<file path="src/rtl/vx_warp_ctl_recv.sv">
`default_nettype none
// ============================================================================
// Module   : vx_warp_ctl_recv
// Purpose  : Receiving end of the warp-control channel inside the scheduler.
//            Consumes single-cycle tmc / wspawn / split / join / barrier
//            commands and maintains per-warp active bits, thread masks, the
//            IPDOM reconvergence stacks and barrier stalls. Emits redirect,
//            spawn and global-barrier-request pulses.
// Ports    : clk, reset              - clock, synchronous active-high reset
//            wctl_* / tmc_* / wspawn_* / split_* / join_* / bar_*
//                                    - command pulse and its fields
//            gbar_req_*, gbar_rsp_*  - global barrier request / release
//            active_warps, stalled_warps, thread_masks, ipdom_err
//                                    - registered warp state
//            redirect_*, spawn_*     - 1-cycle event pulses
// Revision : 1.0 - initial release
// ============================================================================
module vx_warp_ctl_recv #(
    parameter int NUM_WARPS    = 4,
    parameter int NUM_THREADS  = 4,
    parameter int NUM_BARRIERS = 4,
    parameter int IPDOM_DEPTH  = 8,
    parameter int XLEN         = 32,
    parameter logic [XLEN-1:0] STARTUP_ADDR = XLEN'(32'h8000_0000),
    localparam int c_NW = (NUM_WARPS    > 1) ? $clog2(NUM_WARPS)    : 1,
    localparam int c_NB = (NUM_BARRIERS > 1) ? $clog2(NUM_BARRIERS) : 1
) (
    input  logic                              clk,
    input  logic                              reset,
    input  logic                              wctl_valid,
    input  logic [c_NW-1:0]                   wctl_wid,
    input  logic                              tmc_valid,
    input  logic [NUM_THREADS-1:0]            tmc_tmask,
    input  logic                              wspawn_valid,
    input  logic [NUM_WARPS-1:0]              wspawn_wmask,
    input  logic [XLEN-1:0]                   wspawn_pc,
    input  logic                              split_valid,
    input  logic                              split_is_dvg,
    input  logic [NUM_THREADS-1:0]            split_then_tmask,
    input  logic [NUM_THREADS-1:0]            split_else_tmask,
    input  logic [XLEN-1:0]                   split_next_pc,
    input  logic                              join_valid,
    input  logic                              join_is_dvg,
    input  logic                              bar_valid,
    input  logic [c_NB-1:0]                   bar_id,
    input  logic                              bar_is_global,
    input  logic [c_NW-1:0]                   bar_size_m1,
    output logic                              gbar_req_valid,
    output logic [c_NB-1:0]                   gbar_req_id,
    output logic [c_NW-1:0]                   gbar_req_size_m1,
    input  logic                              gbar_rsp_valid,
    input  logic [c_NB-1:0]                   gbar_rsp_id,
    output logic [NUM_WARPS-1:0]              active_warps,
    output logic [NUM_WARPS-1:0]              stalled_warps,
    output logic [NUM_WARPS*NUM_THREADS-1:0]  thread_masks,
    output logic                              redirect_valid,
    output logic [c_NW-1:0]                   redirect_wid,
    output logic [XLEN-1:0]                   redirect_pc,
    output logic                              spawn_valid,
    output logic [NUM_WARPS-1:0]              spawn_wmask,
    output logic [XLEN-1:0]                   spawn_pc,
    output logic [NUM_WARPS-1:0]              ipdom_err
);

    localparam int c_SPW  = $clog2(IPDOM_DEPTH + 1);
    localparam int c_IDXW = $clog2(IPDOM_DEPTH);
    // A divergent split needs two free entries: sp must not exceed DEPTH-2.
    localparam logic [c_SPW-1:0]       c_SP_PUSH_MAX = c_SPW'(IPDOM_DEPTH - 2);
    localparam logic [c_SPW-1:0]       c_SP_TWO      = c_SPW'(2);
    localparam logic [c_SPW-1:0]       c_SP_ONE      = c_SPW'(1);
    localparam logic [c_NW:0]          c_CNT_ONE     = (c_NW+1)'(1);
    localparam logic [NUM_WARPS-1:0]   c_WARP0       = NUM_WARPS'(1);
    localparam logic [NUM_THREADS-1:0] c_THREAD0     = NUM_THREADS'(1);

    // ------------------------------------------------------------------
    // State
    // ------------------------------------------------------------------
    logic [NUM_WARPS-1:0]   r_active;
    logic [NUM_WARPS-1:0]   r_stalled;
    logic [NUM_WARPS-1:0]   r_err;
    logic [NUM_THREADS-1:0] r_tmask     [NUM_WARPS];
    logic [c_SPW-1:0]       r_sp        [NUM_WARPS];
    logic [NUM_WARPS-1:0]   r_lbar_mask [NUM_BARRIERS];
    logic [c_NW:0]          r_lbar_cnt  [NUM_BARRIERS];
    logic [NUM_WARPS-1:0]   r_gbar_mask [NUM_BARRIERS];
    logic                   r_boot;

    // Stack payload has no reset: emptiness is tracked solely by r_sp.
    logic [NUM_THREADS-1:0] r_stk_tmask [NUM_WARPS][IPDOM_DEPTH];
    logic [XLEN-1:0]        r_stk_pc    [NUM_WARPS][IPDOM_DEPTH];
    logic                   r_stk_else  [NUM_WARPS][IPDOM_DEPTH];

    logic                   r_redirect_valid;
    logic [c_NW-1:0]        r_redirect_wid;
    logic [XLEN-1:0]        r_redirect_pc;
    logic                   r_spawn_valid;
    logic [NUM_WARPS-1:0]   r_spawn_wmask;
    logic [XLEN-1:0]        r_spawn_pc;
    logic                   r_gbar_req_valid;
    logic [c_NB-1:0]        r_gbar_req_id;
    logic [c_NW-1:0]        r_gbar_req_size_m1;

    // ------------------------------------------------------------------
    // Next-state computation
    // ------------------------------------------------------------------
    logic [NUM_WARPS-1:0]   w_active;
    logic [NUM_WARPS-1:0]   w_stalled;
    logic [NUM_WARPS-1:0]   w_err;
    logic [NUM_THREADS-1:0] w_tmask     [NUM_WARPS];
    logic [c_SPW-1:0]       w_sp        [NUM_WARPS];
    logic [NUM_WARPS-1:0]   w_lbar_mask [NUM_BARRIERS];
    logic [c_NW:0]          w_lbar_cnt  [NUM_BARRIERS];
    logic [NUM_WARPS-1:0]   w_gbar_mask [NUM_BARRIERS];
    logic                   w_push;
    logic                   w_redirect_valid;
    logic [XLEN-1:0]        w_redirect_pc;
    logic [NUM_WARPS-1:0]   w_spawn_set;
    logic                   w_gbar_req_valid;

    logic [c_SPW-1:0]       w_sp_cur;
    logic [c_SPW-1:0]       w_sp_top;
    logic [c_IDXW-1:0]      w_push_lo;
    logic [c_IDXW-1:0]      w_push_hi;
    logic [c_IDXW-1:0]      w_top_idx;
    logic [NUM_WARPS-1:0]   w_wid_oh;

    assign w_sp_cur  = r_sp[wctl_wid];
    assign w_sp_top  = w_sp_cur - c_SP_ONE;
    assign w_push_lo = w_sp_cur[c_IDXW-1:0];
    assign w_push_hi = w_push_lo + c_IDXW'(1);
    assign w_top_idx = w_sp_top[c_IDXW-1:0];
    assign w_wid_oh  = c_WARP0 << wctl_wid;

    // Commands are applied as a sequence: split/join, barrier, wspawn, tmc.
    // Later stages overwrite earlier ones, so tmc owns the final mask.
    // A divergent split and a divergent join in the same command are not
    // expected from commit; if both appear, the split takes precedence.
    always_comb begin
        w_active         = r_active;
        w_stalled        = r_stalled;
        w_err            = r_err;
        w_tmask          = r_tmask;
        w_sp             = r_sp;
        w_lbar_mask      = r_lbar_mask;
        w_lbar_cnt       = r_lbar_cnt;
        w_gbar_mask      = r_gbar_mask;
        w_push           = 1'b0;
        w_redirect_valid = 1'b0;
        w_redirect_pc    = '0;
        w_spawn_set      = '0;
        w_gbar_req_valid = 1'b0;

        // Global release comes first so a same-cycle arrival on the same
        // id is recorded into a fresh mask.
        if (gbar_rsp_valid) begin
            w_stalled                = w_stalled & ~r_gbar_mask[gbar_rsp_id];
            w_gbar_mask[gbar_rsp_id] = '0;
        end

        if (wctl_valid) begin
            if (split_valid && split_is_dvg) begin
                if (w_sp_cur <= c_SP_PUSH_MAX) begin
                    w_push             = 1'b1;
                    w_sp[wctl_wid]     = w_sp_cur + c_SP_TWO;
                    w_tmask[wctl_wid]  = split_then_tmask;
                end else begin
                    w_err[wctl_wid]    = 1'b1;
                end
            end else if (join_valid && join_is_dvg) begin
                if (w_sp_cur == '0) begin
                    w_err[wctl_wid]    = 1'b1;
                end else begin
                    w_sp[wctl_wid]     = w_sp_top;
                    w_tmask[wctl_wid]  = r_stk_tmask[wctl_wid][w_top_idx];
                    if (r_stk_else[wctl_wid][w_top_idx]) begin
                        w_redirect_valid = 1'b1;
                        w_redirect_pc    = r_stk_pc[wctl_wid][w_top_idx];
                    end
                end
            end

            if (bar_valid) begin
                if (bar_is_global) begin
                    w_stalled[wctl_wid]  = 1'b1;
                    w_gbar_mask[bar_id]  = w_gbar_mask[bar_id] | w_wid_oh;
                    w_gbar_req_valid     = 1'b1;
                end else if (!r_lbar_mask[bar_id][wctl_wid]) begin
                    // The last arrival releases everyone and never stalls.
                    if (r_lbar_cnt[bar_id] == {1'b0, bar_size_m1}) begin
                        w_stalled           = w_stalled & ~(r_lbar_mask[bar_id] | w_wid_oh);
                        w_lbar_mask[bar_id] = '0;
                        w_lbar_cnt[bar_id]  = '0;
                    end else begin
                        w_lbar_mask[bar_id] = r_lbar_mask[bar_id] | w_wid_oh;
                        w_lbar_cnt[bar_id]  = r_lbar_cnt[bar_id] + c_CNT_ONE;
                        w_stalled[wctl_wid] = 1'b1;
                    end
                end
            end

            if (wspawn_valid) begin
                w_spawn_set = wspawn_wmask & ~r_active;
                w_active    = w_active | w_spawn_set;
                for (int w = 0; w < NUM_WARPS; w++) begin
                    if (w_spawn_set[w]) begin
                        w_tmask[w] = c_THREAD0;
                    end
                end
            end

            if (tmc_valid) begin
                w_tmask[wctl_wid] = tmc_tmask;
                if (tmc_tmask == '0) begin
                    w_active[wctl_wid] = 1'b0;
                end
            end
        end
    end

    // ------------------------------------------------------------------
    // Registers
    // ------------------------------------------------------------------
    always_ff @(posedge clk) begin
        if (reset) begin
            r_active           <= c_WARP0;
            r_stalled          <= '0;
            r_err              <= '0;
            r_boot             <= 1'b1;
            for (int w = 0; w < NUM_WARPS; w++) begin
                r_tmask[w] <= (w == 0) ? c_THREAD0 : '0;
                r_sp[w]    <= '0;
            end
            for (int b = 0; b < NUM_BARRIERS; b++) begin
                r_lbar_mask[b] <= '0;
                r_lbar_cnt[b]  <= '0;
                r_gbar_mask[b] <= '0;
            end
            r_redirect_valid   <= 1'b0;
            r_redirect_wid     <= '0;
            r_redirect_pc      <= '0;
            r_spawn_valid      <= 1'b0;
            r_spawn_wmask      <= '0;
            r_spawn_pc         <= '0;
            r_gbar_req_valid   <= 1'b0;
            r_gbar_req_id      <= '0;
            r_gbar_req_size_m1 <= '0;
        end else begin
            r_active    <= w_active;
            r_stalled   <= w_stalled;
            r_err       <= w_err;
            r_tmask     <= w_tmask;
            r_sp        <= w_sp;
            r_lbar_mask <= w_lbar_mask;
            r_lbar_cnt  <= w_lbar_cnt;
            r_gbar_mask <= w_gbar_mask;
            r_boot      <= 1'b0;

            r_redirect_valid <= w_redirect_valid;
            r_redirect_wid   <= w_redirect_valid ? wctl_wid : '0;
            r_redirect_pc    <= w_redirect_pc;

            // First cycle after reset announces warp 0 at the boot address.
            r_spawn_valid <= r_boot | (|w_spawn_set);
            r_spawn_wmask <= (r_boot ? c_WARP0 : '0) | w_spawn_set;
            r_spawn_pc    <= r_boot ? STARTUP_ADDR : ((|w_spawn_set) ? wspawn_pc : '0);

            r_gbar_req_valid   <= w_gbar_req_valid;
            r_gbar_req_id      <= w_gbar_req_valid ? bar_id : '0;
            r_gbar_req_size_m1 <= w_gbar_req_valid ? bar_size_m1 : '0;
        end
    end

    // Divergent split: {current mask, reconverge} below {else mask, else pc}.
    always_ff @(posedge clk) begin
        if (w_push) begin
            r_stk_tmask[wctl_wid][w_push_lo] <= r_tmask[wctl_wid];
            r_stk_pc[wctl_wid][w_push_lo]    <= '0;
            r_stk_else[wctl_wid][w_push_lo]  <= 1'b0;
            r_stk_tmask[wctl_wid][w_push_hi] <= split_else_tmask;
            r_stk_pc[wctl_wid][w_push_hi]    <= split_next_pc;
            r_stk_else[wctl_wid][w_push_hi]  <= 1'b1;
        end
    end

    // ------------------------------------------------------------------
    // Outputs
    // ------------------------------------------------------------------
    for (genvar g = 0; g < NUM_WARPS; g++) begin : g_tmask_out
        assign thread_masks[g*NUM_THREADS +: NUM_THREADS] = r_tmask[g];
    end

    assign active_warps     = r_active;
    assign stalled_warps    = r_stalled;
    assign ipdom_err        = r_err;
    assign redirect_valid   = r_redirect_valid;
    assign redirect_wid     = r_redirect_wid;
    assign redirect_pc      = r_redirect_pc;
    assign spawn_valid      = r_spawn_valid;
    assign spawn_wmask      = r_spawn_wmask;
    assign spawn_pc         = r_spawn_pc;
    assign gbar_req_valid   = r_gbar_req_valid;
    assign gbar_req_id      = r_gbar_req_id;
    assign gbar_req_size_m1 = r_gbar_req_size_m1;

endmodule
`default_nettype wire

</file>
<file path="config.mk">
export PLATFORM = sky130hd
export DESIGN_NAME = vx_warp_ctl_recv
export DESIGN_NICKNAME = d
export VERILOG_FILES = /design/src/rtl/vx_warp_ctl_recv.sv
export SDC_FILE = /design/constraint.sdc
export NUM_CORES = 2
export LEC_CHECK = 0
export ABC_AREA = 1
export BUFFER_PORTS_ARGS = -buffer_cell sky130_fd_sc_hd__buf_4
export CORE_MARGIN = 1
export CORE_UTILIZATION = 50
export CTS_CLUSTER_DIAMETER = 80
export DETAILED_ROUTE_END_ITERATION = 16
export PLACE_DENSITY = 0.67
export SYNTH_ARGS = -nofsm -noshare
export SYNTH_HDL_FRONTEND = slang
export SYNTH_SLANG_ARGS = --single-unit
</file>
<file path="constraint.sdc">
create_clock -name clk -period 12.6 [get_ports clk]
set_input_delay 2.52 -clock clk [delete_from_list [all_inputs] [get_ports clk]]
set_output_delay 2.52 -clock clk [all_outputs]
set_load 0.02 [all_outputs]
</file>
==> reports/results.tsv <==
metric	value	unit
cts_tree	done	
critPathRequiredTime	13.00	ns
dr.first_iter.drc_count	4553	
vias_per_cell	6.04	
grt_pass1_wl	220000	um
num_antenna_cells	0	
timing.critical_path.buf_inv	5	
ys_seq_elements	1350	
finalCritPeriodShare	63.6	%
finalWorstSetupSlack	4.58	ns
finalSetupTns	0	ns
design_area	61200	um^2
grt_max_degree	148	
place_area	56500	um^2
ctsHoldBuffers	0	
crit_chain	buf_4 > inv_2 > nand3_1 > nand2_1 > nor2_4 > buf_4 > ha_4 > clkinv_2 > nor2_1 > nand2_1 > nor2_1 > a21oi_1 > nor2_4 > buf_4	
leakagePower	20.9	nW
core_region_area	106000	um^2
yosys.area.top_type	edfxtp_1	
netlist.area_leader.share	66.3	%
slew_violations	0	
grt.total_usage	27.5	%
clk_pin_slew_worst_paths	0.06	ns
synth.distinct_cells	41	
yosysWarnings	0	
synthFlopType	edfxtp_1	
num_rows	119	
gp_congestion	0.901	
drive_gt1_share	11.4	%
syn_area	53600	um^2
design.portCount	205	
crit_fanout	72	
synth_edf_count	1184	
tightest_slew	1.20	ns
die_w	330	um
synth.area.top_cells	edfxtp_1 (66%), nand2_1 (6.5%), dfxtp_1 (6.2%), nor2_1 (4.0%), a22oi_1 (3.8%)	
ant_nets	0	
slew_headroom	19.6	%
drcViolationCount	0	
syn_nets	4617	
drt_wl_total	151000	um
wire_per_inst	24.7	um
path_class	in2reg	
synthToLayoutAreaGrowth	14.1	%
post-route-min-period	8.02	ns
syn_area_per_cell	11.9	um^2
hpwl	87200	um
numCtsBuffers	137	
first_pass_iters	6	
max_stage_delay	0.69	ns
arrival	8.41	ns
clkLatencyLatePin	0.77	ns
fin_hold_ws	0.459	ns
num_vias	37100	
fin_skew	0.0456	ns
grt_antenna_before_repair	2	
yosysSeqAreaShare	72.5	%
grt_pass1_vias	34800	
die_area	109000	um^2
ir_drop	0.122	mV
cts_num_sinks	1350	
die_h	330	um
synthCells	4508	
status	completed	
critPathTopFamily	buffers and inverters	
utilization	57.8	%
hold_class	reg2reg	
rsz0062_at_grt	false	
cpMaxStageDelayCell	nor2_4	
setup_violations	0	
cp_common_cell	buf_4	
cts_setup_buffers	0	
powerDensity	155	nW/um^2
overflow	0	
start_util	50.7	%
port_buffers	204	
final_net_count	4749	
fmax	0.125	GHz
critPathCaptureType	register	
max-cap-violations	0	
async_flop_share	0	%
htree_levels	4	
cts_root_buf	clkbuf_16	
start_kind	primary input	
cts_resized	0	
finalHoldViolCount	0	
dp_slack	3.98	ns
clk_path_buf_depth	3	
logic make-up (layout without fill, tap and decap cells):
group	after synthesis	count (layout)	share of synthesized area, %
XOR/XNOR	6	6	0.0980
flip-flops	1350	1350	72.5
AO/OA/AOI/OAI	556	556	6.63
adder cells (fa/ha/maj)	9	9	0.210
buffers and inverters	480	718	3.64
AND/OR/NAND/NOR	2106	2106	16.9
multiplexers	1	1	0.0187
worst min-delay path, cell delays in order (launching register included):
cell	delay (ns)
dfxtp_1	0.31
inv_1	0.05
a21oi_1	0.05
per-stage QoR:
step           total power, W  cells
2_1_floorplan         0.00522   4508
3_3_place_gp          0.00540   5892
5_1_grt               0.00975   6137
4_1_cts               0.00953   6137
3_5_place_dp          0.00541   5892
6_report              0.00951   6137
state kept, by name (all words and copies together) (netlist names), 4 cells and up:
name and cells:
active_warps 4, ipdom_err 4, r_gbar_mask 16, r_lbar_cnt 12, r_lbar_mask 16, r_sp 16
r_stk_else 32, r_stk_pc 1024, r_stk_tmask 128, redirect_pc 32, spawn_pc 32, spawn_wmask 4
stalled_warps 4, thread_masks 16
path summary, 6_finish.rpt:
path | from | endpoint | slack [ns] | cells after the start
setup / recovery | wctl_wid[0] | r_stk_pc[1][128] | 4.58 | 14
hold / removal | ipdom_err[1] | ipdom_err[1] | 0.46 | 2
setup reg to reg | r_sp[4] | r_stk_pc[1][128] | 7.38 | 12
hold reg to reg | ipdom_err[1] | ipdom_err[1] | 0.46 | 2
area by class of cell:
class	instances	area, um^2
clock buffers	170	3650
flip-flops and latches	1350	38900
clock inverters	75	1030
repair buffers	265	2040
multi-input cells	2678	13100
inverters	208	790
fillers	8380	44700
well taps	1391	1740
Yosys cell counts, types with 3 or more instances:
cell type and count:
o21ai_0 96, a21boi_0 4, dfxtp_1 166, o221ai_1 3
o21ai_1 8, o22ai_1 9, nor3_2 3, inv_2 12
inv_1 192, ha_1 9, xor2_1 4, nand4_1 259
nand3_1 308, buf_2 95, nand2_2 5, nor2_2 3
a22oi_1 271, a31oi_1 3, nand2_1 933, nor2_1 574
clkinv_1 4, a41oi_1 3, nor2_4 7, o211ai_1 7
a21oi_1 143, edfxtp_1 1184, nor3_1 8, clkbuf_1 133
o21a_1 5, buf_1 35, buf_4 9
cell usage in the layout, fill, tap and decap left out, drive strengths merged, types with 9 or more instances in the layout:
master and n:
clkbuf 170, bufinv 17, nand3 311, nand4 259, inv 204, edfxtp 1184, nor2 584, buf 265
a21oi 145, nor3 11, dfxtp 166, o21ai 104, nand2 939, a22oi 271, clkinv 59, ha 9
o22ai 9
metal layers:
metal,up-vias,global-route usage [%],share of wire [%],routed length [um]
met3,308,5.45,11,15900
met4,4,8.85,2.8,4250
met2,2216,43.9,47,71000
met1,18100,38.1,40,60100
met5,-,0,0.022,34
li1,16400,-,-,-
power by group:
part	internal (W)	switching, W
sequential	0.00484	0.0000125
combinational	0.000125	0.000343
clock	0.00244	0.00176
Power figures use the tool's default switching activity.
